## src/rtl/sysp_icb_fanout.sv

```systemverilog
// ICB slave that fans one command at a time out to NSLOT peripheral register ports,
// with per-slot wait states, error responses for unmapped slots and a wait timeout.
module sysp_icb_fanout #(
    parameter int unsigned NSLOT   = 16,
    parameter int unsigned SLOT_AW = 8,
    parameter logic [31:0] SLOT_EN = 32'h800F,
    parameter int unsigned TIMEOUT = 255,
    parameter int unsigned TO_W    = 8
) (
    input  logic                  clk,
    input  logic                  rst_n,
    input  logic                  sysp_icb_cmd_valid,
    output logic                  sysp_icb_cmd_ready,
    input  logic [31:0]           sysp_icb_cmd_addr,
    input  logic                  sysp_icb_cmd_read,
    input  logic [31:0]           sysp_icb_cmd_wdata,
    input  logic [3:0]            sysp_icb_cmd_wmask,
    output logic                  sysp_icb_rsp_valid,
    input  logic                  sysp_icb_rsp_ready,
    output logic                  sysp_icb_rsp_err,
    output logic [31:0]           sysp_icb_rsp_rdata,
    output logic [SLOT_AW-1:0]    per_waddr,
    output logic [SLOT_AW-1:0]    per_raddr,
    output logic [31:0]           per_wdata,
    output logic [3:0]            per_sel,
    output logic [NSLOT-1:0]      per_we,
    output logic [NSLOT-1:0]      per_rd,
    input  logic [NSLOT-1:0]      per_wait,
    input  logic [NSLOT*32-1:0]   per_rdata
);

    localparam int unsigned SW = $clog2(NSLOT);
    localparam int unsigned AW = 32;
    localparam int unsigned DW = 32;

    typedef enum logic [1:0] {
        IDLE = 2'd0,
        WAIT = 2'd1,
        RESP = 2'd2
    } state_t;

    state_t          state;
    logic [SW-1:0]   slot_r;
    logic            read_r;
    logic [TO_W-1:0] wait_cnt;

    logic [SW-1:0]    cmd_slot;
    logic             cmd_mapped;
    logic             accept;
    logic [NSLOT-1:0] slot_onehot;
    logic [DW-1:0]    slot_rdata;
    logic             timeout_hit;

    // Address bits outside the slot decode are resolved upstream
    logic unused_addr_bits;
    assign unused_addr_bits = ^{sysp_icb_cmd_addr[AW-1:SLOT_AW+SW], sysp_icb_cmd_addr[1:0]};

    // Command decode; strobes fire in the accept cycle and never while in reset
    assign cmd_slot    = sysp_icb_cmd_addr[SLOT_AW+SW-1:SLOT_AW];
    assign cmd_mapped  = SLOT_EN[cmd_slot];
    assign accept      = rst_n && (state == IDLE) && sysp_icb_cmd_valid;
    assign slot_onehot = NSLOT'(1) << cmd_slot;

    assign sysp_icb_cmd_ready = rst_n && (state == IDLE);
    assign per_we    = (accept && cmd_mapped && !sysp_icb_cmd_read) ? slot_onehot : '0;
    assign per_rd    = (accept && cmd_mapped &&  sysp_icb_cmd_read) ? slot_onehot : '0;
    assign per_waddr = {sysp_icb_cmd_addr[SLOT_AW-1:2], 2'b00};
    assign per_raddr = {sysp_icb_cmd_addr[SLOT_AW-1:2], 2'b00};
    assign per_wdata = sysp_icb_cmd_wdata;
    assign per_sel   = sysp_icb_cmd_wmask;

    // Selected slot's read data and timeout detection for the latched slot
    assign slot_rdata  = per_rdata[{slot_r, 5'd0} +: DW];
    assign timeout_hit = (TIMEOUT != 0) && (wait_cnt == TO_W'(TIMEOUT - 1));

    // Transaction FSM with registered response
    always_ff @(posedge clk or negedge rst_n) begin
        if (!rst_n) begin
            state              <= IDLE;
            slot_r             <= '0;
            read_r             <= 1'b0;
            wait_cnt           <= '0;
            sysp_icb_rsp_valid <= 1'b0;
            sysp_icb_rsp_err   <= 1'b0;
            sysp_icb_rsp_rdata <= '0;
        end else begin
            case (state)
                IDLE: begin
                    if (sysp_icb_cmd_valid) begin
                        slot_r   <= cmd_slot;
                        read_r   <= sysp_icb_cmd_read;
                        wait_cnt <= '0;
                        if (cmd_mapped) begin
                            state <= WAIT;
                        end else begin
                            sysp_icb_rsp_err   <= 1'b1;
                            sysp_icb_rsp_rdata <= '0;
                            sysp_icb_rsp_valid <= 1'b1;
                            state              <= RESP;
                        end
                    end
                end
                WAIT: begin
                    if (!per_wait[slot_r]) begin
                        sysp_icb_rsp_rdata <= read_r ? slot_rdata : '0;
                        sysp_icb_rsp_err   <= 1'b0;
                        sysp_icb_rsp_valid <= 1'b1;
                        state              <= RESP;
                    end else if (timeout_hit) begin
                        sysp_icb_rsp_rdata <= '0;
                        sysp_icb_rsp_err   <= 1'b1;
                        sysp_icb_rsp_valid <= 1'b1;
                        state              <= RESP;
                    end else begin
                        wait_cnt <= wait_cnt + TO_W'(1);
                    end
                end
                RESP: begin
                    if (sysp_icb_rsp_ready) begin
                        sysp_icb_rsp_valid <= 1'b0;
                        state              <= IDLE;
                    end
                end
                default: begin
                    sysp_icb_rsp_valid <= 1'b0;
                    state              <= IDLE;
                end
            endcase
        end
    end

endmodule

```

## config.mk

```make
export PLATFORM = sky130hd
export DESIGN_NAME = sysp_icb_fanout
export DESIGN_NICKNAME = d
export VERILOG_FILES = /design/src/rtl/sysp_icb_fanout.sv
export SDC_FILE = /design/constraint.sdc
export NUM_CORES = 1
export LEC_CHECK = 0
export ABC_AREA = 1
export CORE_AREA = 5 5 276 278
export DETAILED_ROUTE_END_ITERATION = 8
export DIE_AREA = 0 0 281 283
export MAX_ROUTING_LAYER = met4
export SLEW_MARGIN = 20
export SYNTH_ARGS = -nofsm -noshare
export SYNTH_HDL_FRONTEND = slang
export SYNTH_SLANG_ARGS = --single-unit
export TNS_END_PERCENT = 10
```

## constraint.sdc

```tcl
create_clock -name clk -period 3.81 [get_ports clk]
set_clock_uncertainty 0.15 [all_clocks]
set_input_delay 0.762 -clock clk [delete_from_list [all_inputs] [get_ports clk]]
set_output_delay 0.762 -clock clk [all_outputs]
set_load 0.01 [all_outputs]
```

==> Yosys cells after proc, flatten, opt, wreduce, memory -nomap -nowiden <==
Memories as Yosys holds them, arrays and structs flattened.
Cells that the tools add are included.
Widths: inputs -> output; s select.
{ "totals": {"rom_bits": 16, "input_bits": 601, "ff_bits": 49, "wordCells": 64, "output_inout_bits": 119, "n_memories": 1} }
{ "mem_list": {"columns": ["memory", "words", "width", "read_ports", "rd_ports_with_merged_regs", "wr", "line", "text"], "rows": [
  ["(name not given)", 16, 1, 1, 0, 0, "60", "assign cmd_mapped = SLOT_EN[cmd_slot];"]
]} }
{ "op_classes": {"magnitude_cmp": 2, "shifts": 2, "reduce_logical": 13, "addsub": 1, "muxes": 29, "n_eq_ne": 9} }
{ "op_table": {"columns": ["cell", "count"], "rows": [
  ["$shiftx 512x10->32", 1],
  ["$mux 32", 5],
  ["$pmux 32 s2", 1],
  ["$mux 16", 2],
  ["$mux 8", 3],
  ["$pmux 8 s2", 1],
  ["$shl 1x4->16 const A", 1],
  ["$reduce_and 4->1", 3],
  ["$mux 2", 5],
  ["$ne 2x2->1 const B", 5],
  ["$add 8x1->8 const B", 1],
  ["$eq 8x8->1 const B", 1],
  ["$mux 1", 8],
  ["$lt 4x6->1 const B", 1],
  ["$pmux 2 s3", 1],
  ["$logic_and 1x1->1", 5],
  ["$lt 4x5->1 const B", 1],
  ["$bmux 1 s4", 1],
  ["$ne 3x3->1 const B", 1],
  ["$pmux 1 s3", 1],
  ["$reduce_and 3->1", 1],
  ["$eq 2x1->1 const B", 1],
  ["$eq 2x2->1 const B", 1],
  ["$logic_not 2->1", 1],
  ["4 further kinds", 4]
]} }

==> Longest topological paths before layout <==
Gate-level depths: netlist of run 1.
{ "depth": {"ltp_word": 6, "mapped_depth": 13, "depth_no_buf": 11} }

==> Worst setup path before layout of run 1 <==
OpenSTA, ideal clock, no wires.
{ "synth_timing": {"path_kind": "input-to-output", "from": "in sysp_icb_cmd_valid", "to": "out per_rd[0]", "arrival_time_ns": 1.573, "required_time_ns": 2.898, "slack_ns": 1.325, "path_stages": 5, "cell_sequence": "inv_1 nor2_1 clkbuf_1 nand4_1 nor2_1"} }
{ "synth_between": {"elab_chain_len": 4} }
{ "synth_lines": {"columns": ["item", "line", "text"], "rows": [
  ["from (decl)", "12", "input logic sysp_icb_cmd_valid,"],
  ["$logic_and 1x1->1", "61", "assign accept = rst_n && (state == IDLE) && sysp_icb_cmd_valid;"],
  ["$logic_and 1x1->1 (2 in a row)", "66", "assign per_rd = (accept && cmd_mapped && sysp_icb_cmd_read) ? slot_onehot : '0;"],
  ["$mux 16", "66", null],
  ["to (decl)", "27", "output logic [NSLOT-1:0] per_rd,"]
]} }
Every way passes these cells.

==> Final worst setup path of run 1 <==
{ "layout_timing": {"from": "in sysp_icb_cmd_addr[9]", "to": "out per_rd[1]"} }
{ "layout_between": {"elab_chain_len": 5, "word_cells_on_any_way": 6} }
{ "layout_lines": {"columns": ["item", "line", "text"], "rows": [
  ["from (decl)", "14", "input logic [31:0] sysp_icb_cmd_addr,"],
  ["$mem_v2 16x1", null, null],
  ["$mux 1 (not written as such)", "60", null],
  ["$logic_and 1x1->1 (2 in a row)", "66", null],
  ["$mux 16 *", "66", null]
]} }
Every way passes the cells marked *; elsewhere a longest branch is shown, timed or not. The select of a mux whose other input is x is not followed.

==> reports/results.txt, run 1 <==
Of all cell types, the one taking the most synthesized area is sky130_fd_sc_hd__nor2_1. The minimum clock period came out at 3.67 ns. At the end of routability-driven placement, the weighted congestion stood at 0.848. Among cell families on the critical path, the largest total delay comes from buffers and inverters. Among all flip-flop cells after synthesis, the most frequent one is sky130_fd_sc_hd__dfrtp_1. The post-route netlist has 2.86% of its cells at a drive strength greater than 1. Entering global routing, the biggest net connects 106 pins. The portion of the post-synthesis area used by sequential elements was 16.2%; the number of design rule violations left after detail routing was 0. For the routed wire length, the log shows 60.1 mm. In this run, synthesis inferred 0 flip-flops with an integrated enable. The flow ran to the end, and the final reports show no timing, DRC or antenna violations.

The run gives 7570 um2 as the summed instance area of the synthesized netlist. The number of buffers created by CTS came out at 5. After layout, the worst path uses 96.2% of the clock period. The top cell type's share of synthesized area is 19.2%, and the fmax is 273 MHz.

The number of port buffers was 581. In the global route stage, overall resource usage came out at 14.4%. The detailed-placement wirelength estimate was 49.8 mm; the number of antenna violations at the first check in global routing was 21. During synthesis, Yosys emitted a total of 0 warnings. At the later pin of the worst-skew pair, clock insertion delay measures 0.30 ns. The fill cell total of the finished layout was 8495.

The worst min-delay path category is input port to async pin. The logs give 0 for the number of slew-limit violations in the final report and 0 for the count of max-cap constraint violations. For the number of hold buffers added after cts, the log shows 0.

The worst path arrival time is 2.75 ns, and the switching part of the total is 59.8%. The start-to-end type of the worst setup path is input port to output port. In this run the remaining antenna-violating nets after routing total 0. The start of the worst register-to-register path was slot_r[0]. For this design the static power due to leakage is 5.33 nW.

The hold violation total from the final report is 0, and the post-cts repair resize count is 0. In this run, the clock network consumes 6.9% of the power. Walking the worst path, the cells encountered are clkdlybuf4s50_1 -> nand2_1 -> inv_1 -> nand3_1 -> o21ai_0 -> nand4_1 -> nor2_1 -> clkdlybuf4s50_1.

Sequential cells burn 12.0% of the power. The tools report the number of distinct library cell variants in the gate-level netlist after synthesis as 27. On the critical path, the stage with the largest delay is an instance of sky130_fd_sc_hd__clkdlybuf4s50_1. The tools report the residual overflow from global routing as 0. CTS built an H-tree with a depth of 2. The number of cells on the worst reg-to-reg path works out to 8.

Ranked by total cell area, the synthesized netlist is headed by sky130_fd_sc_hd__nor2_1 19%, sky130_fd_sc_hd__o21ai_0 17%, sky130_fd_sc_hd__dfrtp_1 16%. Detailed routing inserted a total of 11000 vias. The clock input transition at the sequential cells of the worst setup and hold paths was 0.07 ns. The internal power of the cells totals 3.25 mW.

Maximum number of buffers from clock root to sink: 2. The floorplan step defined a core boundary enclosing 73700 um2. At the pin with the least slew margin, the transition time is 0.847 ns.

The share of flip-flops with an asynchronous set or reset after synthesis came out at 100%. The die width came out at 281 um. Setup violations remaining at the end of the flow were counted as 0. The net count of the finished layout is 2423.

The number of cells produced by synthesis was 1370; the non-filler instance count after layout was 2806. The tools report the die area as 79500 um2. The layout-stage area growth over the synthesis result came out at 86.9%. The net load switching power is 4.83 mW, and the violation count after the first detailed-route iteration is 491. Dividing total power by cell area gives a power density of 571 nW/um2. TritonCTS built the clock tree. The CTS root buffer is sky130_fd_sc_hd__clkbuf_16. For the via count of the first global-routing pass, the log shows 10800. The detailed-route vias per instance was 3.92. The endpoint kind of the worst setup timing path is an output port. The placed cell count is 2782, and the post-CTS setup-driven buffer insertion count is 0. Across the VDD grid, the largest voltage drop is 0.285 mV.

The routed wire length per instance came out at 21.4 um. The effective utilization at floorplan was 10.3%. The delay of the slowest critical-path stage is 0.56 ns, and the buffer and inverter count on the worst path is 3. The first global-routing pass estimated 80.1 mm of wire.

Of all nets on the critical path, the largest fanout is 5. The mean area per synthesized cell was 5.53 um2; the placement row count was 100. Measured along the y axis, the die boundary spans 283 um. 720 I/O pins were placed. The critical path runs through a total of 8 cells. The total negative setup slack was 0 ns; the part of the power in combinational logic was 81.1%. Critical path launch point type: an input port.

The run gives 49 as the count of clock tree sinks. The flip-flop and latch count after synthesis is 49, and the data required time at the worst endpoint is 2.90 ns. Setup repair after global routing left no endpoint under its margin. The most critical setup path has its startpoint at sysp_icb_cmd_addr[9]. Number of detailed-routing iterations run before antenna repair: 5. Among the stages of the critical path, the cell type that occurs most often is sky130_fd_sc_hd__clkdlybuf4s50_1. The tools report the relative max-transition margin as 43.5%.
-- placed cells by master (no fill, tap or decap), types with 24 or more instances in the layout --
master	instances
sky130_fd_sc_hd__buf_4	24
sky130_fd_sc_hd__clkdlybuf4s50_1	580
sky130_fd_sc_hd__o21ai_0	253
sky130_fd_sc_hd__dfrtp_1	44
sky130_fd_sc_hd__nand3_1	121
sky130_fd_sc_hd__nand2_1	170
sky130_fd_sc_hd__nor2_1	387
sky130_fd_sc_hd__inv_1	29
sky130_fd_sc_hd__conb_1	26
sky130_fd_sc_hd__o211ai_1	118
-- per-layer routing --
metal  global-route usage (%)  vias to the layer above  wire, um
met5                        -                        -         0
met2                     24.8                      516     29500
met3                     3.38                       54      4320
met1                     16.6                     4988     24600
met4                     4.16                        0      1700
li1                         -                     5439         -
-- state kept, by name, summed over array words and instances (netlist names) --
name and count:
read_r 1, slot_r 4, state 2, sysp_icb_rsp_err 1, sysp_icb_rsp_rdata 32, sysp_icb_rsp_valid 1
wait_cnt 8
-- cells in the mapped netlist (all sizes together), types with 3 or more instances --
cell type	instances
a21oi	13
nor2	388
o211ai	118
buf	135
xor2	3
o21ai	269
dfrtp	49
nand2	172
nand3	121
clkbuf	59
inv	32
-- power groups by stage --
stage	logic [mW]	clock network [mW]	registers [mW]
final	6.56	0.556	0.974
after global routing	7.33	0.591	1.01
after CTS	6.91	0.576	0.984
after detailed placement	6.89	0	0.986
after global placement	6.86	0	0.986
after floorplan	3.62	0	0.852
-- per-stage QoR --
| stage | utilization, % | worst slack [ns] | area (um2) | hold slack (ns) | power [mW] |
|---|---|---|---|---|---|
| after floorplan | - | 1.33 | 7670 | 0.316 | 4.47 |
| after detailed placement | 18.9 | 0.151 | 13900 | 0.315 | 7.88 |
| after global placement | 18.9 | 0.165 | 13900 | 0.312 | 7.85 |
| final | 19.2 | 0.145 | 14200 | 0.180 | 8.09 |
| after global routing | 19.2 | 0.0251 | 14200 | 0.193 | 8.93 |
| after CTS | 19.2 | 0.152 | 14100 | 0.188 | 8.47 |
-- cells by family (layout without fill, tap and decap cells) --
logic type,Yosys count,in the layout,synth area share (%)
other,1,42,0.0495
and+or+nand+nor,687,687,36.4
buffers and inverters,227,653,16.2
DFF,49,49,16.2
AOI/OAI and AO/OA,401,401,30.4
adders and majority gates,2,2,0.330
xor gates and xnor gates,3,3,0.347
-- layout make-up --
type	instances	area, um2	share of cell area (%)
clock buffers	6	139	0.981
repair buffers	612	6130	43.3
well taps	969	1210	8.57
clock inverters	2	37.5	0.265
inverters	33	134	0.946
diodes	16	40.0	0.283
multi-input cells	1119	5220	36.9
flip-flops and latches	49	1240	8.76
-- worst paths after layout --
kind / to / slack, ns
min in group clk: sysp_icb_rsp_rdata[6] / 0.33
worst max register to register: sysp_icb_rsp_rdata[15] / 0.86
worst max-delay path: per_rd[1] / 0.14
worst min-delay path: wait_cnt[1] / 0.18
worst min register to register: sysp_icb_rsp_rdata[6] / 0.33
max in group asynchronous: sysp_icb_rsp_valid / 2.43
Note: power is estimated with default switching activity, not from simulation.
==> run 2, diff against run 1 <==
CELL_PAD_IN_SITES_DETAIL_PLACEMENT = 2   (was not set)
CELL_PAD_IN_SITES_GLOBAL_PLACEMENT = 2   (was not set)
PLACE_DENSITY_LB_ADDON = 0.1   (was not set)
==> run 2 against run 1 <==
Critical path depth rose by 1. Sequential power rose by 8%. Cell area increased by 0.64%. Die area unchanged. Worst setup slack better by 0.11 ns. Maximum frequency increased by 3.0%. Sequential cell count stayed put. Final cell count up 1.1%.
==> reports/results.txt, run 2 (synthesized netlist as in run 1, its figures left out) <==
The run finished with clean final reports. The aggregate global-route resource usage was 17.7% (+3.4 points); the power density over the cells was 556 nW/um2 (-2.8%). Worst path arrival time: 2.65 ns (-0.10 ns). The detailed-route vias per instance works out to 4.02 (+2.7%).

Setup repair after global routing left no endpoint under its margin. The pin count of the biggest net entering global routing is 120 (+13%). The startpoint identified for the worst hold timing path is sysp_icb_rsp_rdata[18]. The critical path launch point type was an input port. The library cell used most frequently in the layout, excluding fill and tap cells, is sky130_fd_sc_hd__clkdlybuf4s50_1. Beginning of the critical path: sysp_icb_cmd_addr[8]. The wire length of the first global-routing pass came out at 99.4 mm (+24%). The via count of the first global-routing pass is 12800 (+18%), and the slew at the pin closest to its max-slew limit is 0.764 ns (-0.0828 ns).

The slowest stage of the critical path belongs to the cell sky130_fd_sc_hd__clkdlybuf4s50_1. The data required time at the worst endpoint came out at 2.90 ns (about the same). The boundary pin count is 720 (unchanged), and the layout-stage area growth over the synthesis result is 88.1%. The routed wire length per instance is 25.5 um (+19%), and the placement row count is 100 (unchanged).

The largest registers in the layout are sysp_icb_rsp_rdata (32), wait_cnt (8), slot_r (4). For the placed standard-cell area, the log shows 13900 um2 (-0.18%). The highest net fanout along the worst path was 5 (unchanged); the number of flip-flops under the largest register name was 32 (unchanged).

STA classifies the critical path endpoint as an output port. The run gives 0 (unchanged) as the number of hold buffers added after cts. The buffer and inverter count on the worst path came out at 4 (+1). The number of detailed-routing iterations run before antenna repair is 4 (-1), and the clock input transition at the sequential cells of the worst setup and hold paths is 0.08 ns (about the same). The tools report the total negative setup slack as 0 ns (unchanged). Cell-internal power: 3.26 mW (+0.29%). For the fmax, the log shows 281 MHz (+3.0%). The delay of the slowest critical-path stage was 0.56 ns (about the same).

The setup-violating endpoint count in the final report was 0 (unchanged); the violation count after the first detailed-route iteration was 343 (-30%). Traced cell by cell, the critical path runs through clkdlybuf4s50_1 -> nand2_1 -> inv_1 -> nand3_1 -> o21ai_0 -> nand4_1 -> buf_4 -> nor2_1 -> clkdlybuf4s50_1. The effective utilization at floorplan was 10.3% (unchanged). More flip-flops sit in one register than any other, and that register is sysp_icb_rsp_rdata. The die width came out at 281 um (unchanged). The floorplan core area came out at 73700 um2 (unchanged). The count of H-tree levels built during CTS was 2 (unchanged). The minimum clock period is 3.56 ns (-0.108 ns), and the maximum number of buffers from clock root to sink is 2 (unchanged). For the clock latency on the worst-skew pair, the log shows 0.31 ns (about the same). The number of port buffers was 581 (unchanged); the number of cells on the worst reg-to-reg path was 8 (unchanged). For the part of the power in combinational logic, the log shows 79.0% (-2.1 points). The run gives 0 (unchanged) as the remaining antenna violation count. The number of nets in the finished design was 2417 (-0.25%).

In this run the critical register-to-register path is captured at sysp_icb_rsp_rdata[24]. On the critical path the largest part of the delay comes from buffers and inverters. The run gives 57.8 mm (+16%) as the detailed-placement wirelength estimate. The tools report the relative max-transition margin as 49.1% (+5.5 points). For the hold violation total from the final report, the log shows 0 (unchanged).

The total stage count of the critical path was 9 (+1); the final worst-path cycle share was 93.4% (-2.8 points). The count of clock tree sinks was 49 (unchanged). The run gives 5.33 nW (about the same) as the static leakage power. CTS root buffer: sky130_fd_sc_hd__clkbuf_16. The via count of the routed design was 11400 (+3.8%). Final weighted congestion in routability-driven placement: 0.817 (-3.7%). The routed wire length was 72.4 mm (+20%).

The maximum vdd drop was 0.268 mV (-6.1%); the post-CTS setup-driven buffer insertion count was 0 (unchanged). For the summed area of non-filler cells in the final layout, the log shows 14200 um2 (+0.64%). The startpoint identified for the worst register-to-register timing path is slot_r[0]. Overall die height: 283 um (unchanged). The tightest min-delay check is of the flip-flop to flip-flop type. The clock share of power was 7.7% (+0.8 points); the post-cts repair resize count was 0 (unchanged). The count of max-cap constraint violations is 0 (unchanged), and the slack of the worst reg-to-reg path is 0.89 ns (+0.03 ns). The destination of the critical timing path is per_rd[1].

The net load switching power came out at 4.65 mW (-3.8%). The number of buffers created by CTS is 5 (unchanged). The most numerous cell type found on the critical path is sky130_fd_sc_hd__clkdlybuf4s50_1. The residual overflow from global routing is 0 (unchanged). Start-to-end type of the worst setup path: input port to output port. TritonCTS built the clock tree. The ratio of cells with drive above 1 in the final layout came out at 2.53% (-0.32 points). The number of antenna violations at the first check in global routing came out at 49 (+130%). The number of slew-limit violations in the final report came out at 0 (unchanged). Leaving out fill and tap cells, the most frequent cells in the layout are 580 x sky130_fd_sc_hd__clkdlybuf4s50_1, 387 x sky130_fd_sc_hd__nor2_1, 253 x sky130_fd_sc_hd__o21ai_0. The number of design rule violations left after detail routing came out at 0 (unchanged). The run gives 79500 um2 (unchanged) as the die area.

The switching part of the total was 58.8% (-1.0 points). The run gives 13.3% (+1.3 points) as the sequential cell fraction of total power.
[run 2: cell count changes in the layout (fill, tap and decap cells not counted), sizes merged]
| cell | delta |
|---|---|
| buf | -6 |
| bufinv | +1 |
| clkbuf | -1 |
| clkinvlp | -1 |
| diode | +36 |
| inv | +1 |
[run 2: power groups by stage]
stage          Sequential (mW)  Clock, mW  Combinational, mW
6_report                  1.05      0.610               6.25
5_1_grt                   1.10      0.656               7.07
4_1_cts                   1.08      0.636               6.66
3_5_place_dp              1.09          0               6.64
3_3_place_gp              1.08          0               6.58
2_1_floorplan            0.852          0               3.62
[run 2: tightest hold or removal path: cells and delay by family (launching register included)]
family	cells	cell delay (ns)
DFF	1	0.35
and+or+nand+nor	2	0.12
[run 2: area by class of cell]
cell class                      count  area [um2]
Fill cell                        8728       59500
Timing Repair Buffer              606        6110
Clock buffer                        5         125
Clock inverter                      3        68.8
Inverter                           33         134
Antenna cell                       52         130
Tap cell                          969        1210
Sequential cell                    49        1240
Multi-Input combinational cell   1119        5220
[run 2: worst min-delay path by stage]
stage                                  end  slack (ns)  cells after the start
finish              sysp_icb_rsp_rdata[18]        0.34                      2
global route        sysp_icb_rsp_rdata[26]        0.36                      2
CTS                 sysp_icb_rsp_rdata[27]        0.35                      2
detailed placement   sysp_icb_rsp_rdata[2]        0.32                      2
global placement     sysp_icb_rsp_rdata[1]        0.32                      2
floorplan                           read_r        0.32                      0
[run 2: per-stage QoR]
stage | total power, mW | util, % | hold slack [ns] | worst slack (ns) | instances
floorplan | 4.47 | - | 0.316 | 1.33 | 1395
global placement | 7.66 | 18.9 | 0.317 | 0.224 | 2775
detailed placement | 7.73 | 18.9 | 0.324 | 0.157 | 2775
CTS | 8.38 | 19.1 | 0.345 | 0.155 | 2783
global route | 8.82 | 19.3 | 0.360 | 0.0356 | 2832
finish | 7.91 | 19.3 | 0.337 | 0.253 | 2836
[run 2: metal layers]
layer / vias to the layer above / track usage (%) / routed length [um]
met4: 0 / 4.02 / 971
met1: 5553 / 18.0 / 28300
met3: 41 / 6.60 / 4660
met2: 340 / 32.4 / 38500
li1: 5477 / - / -
met5: - / - / 0
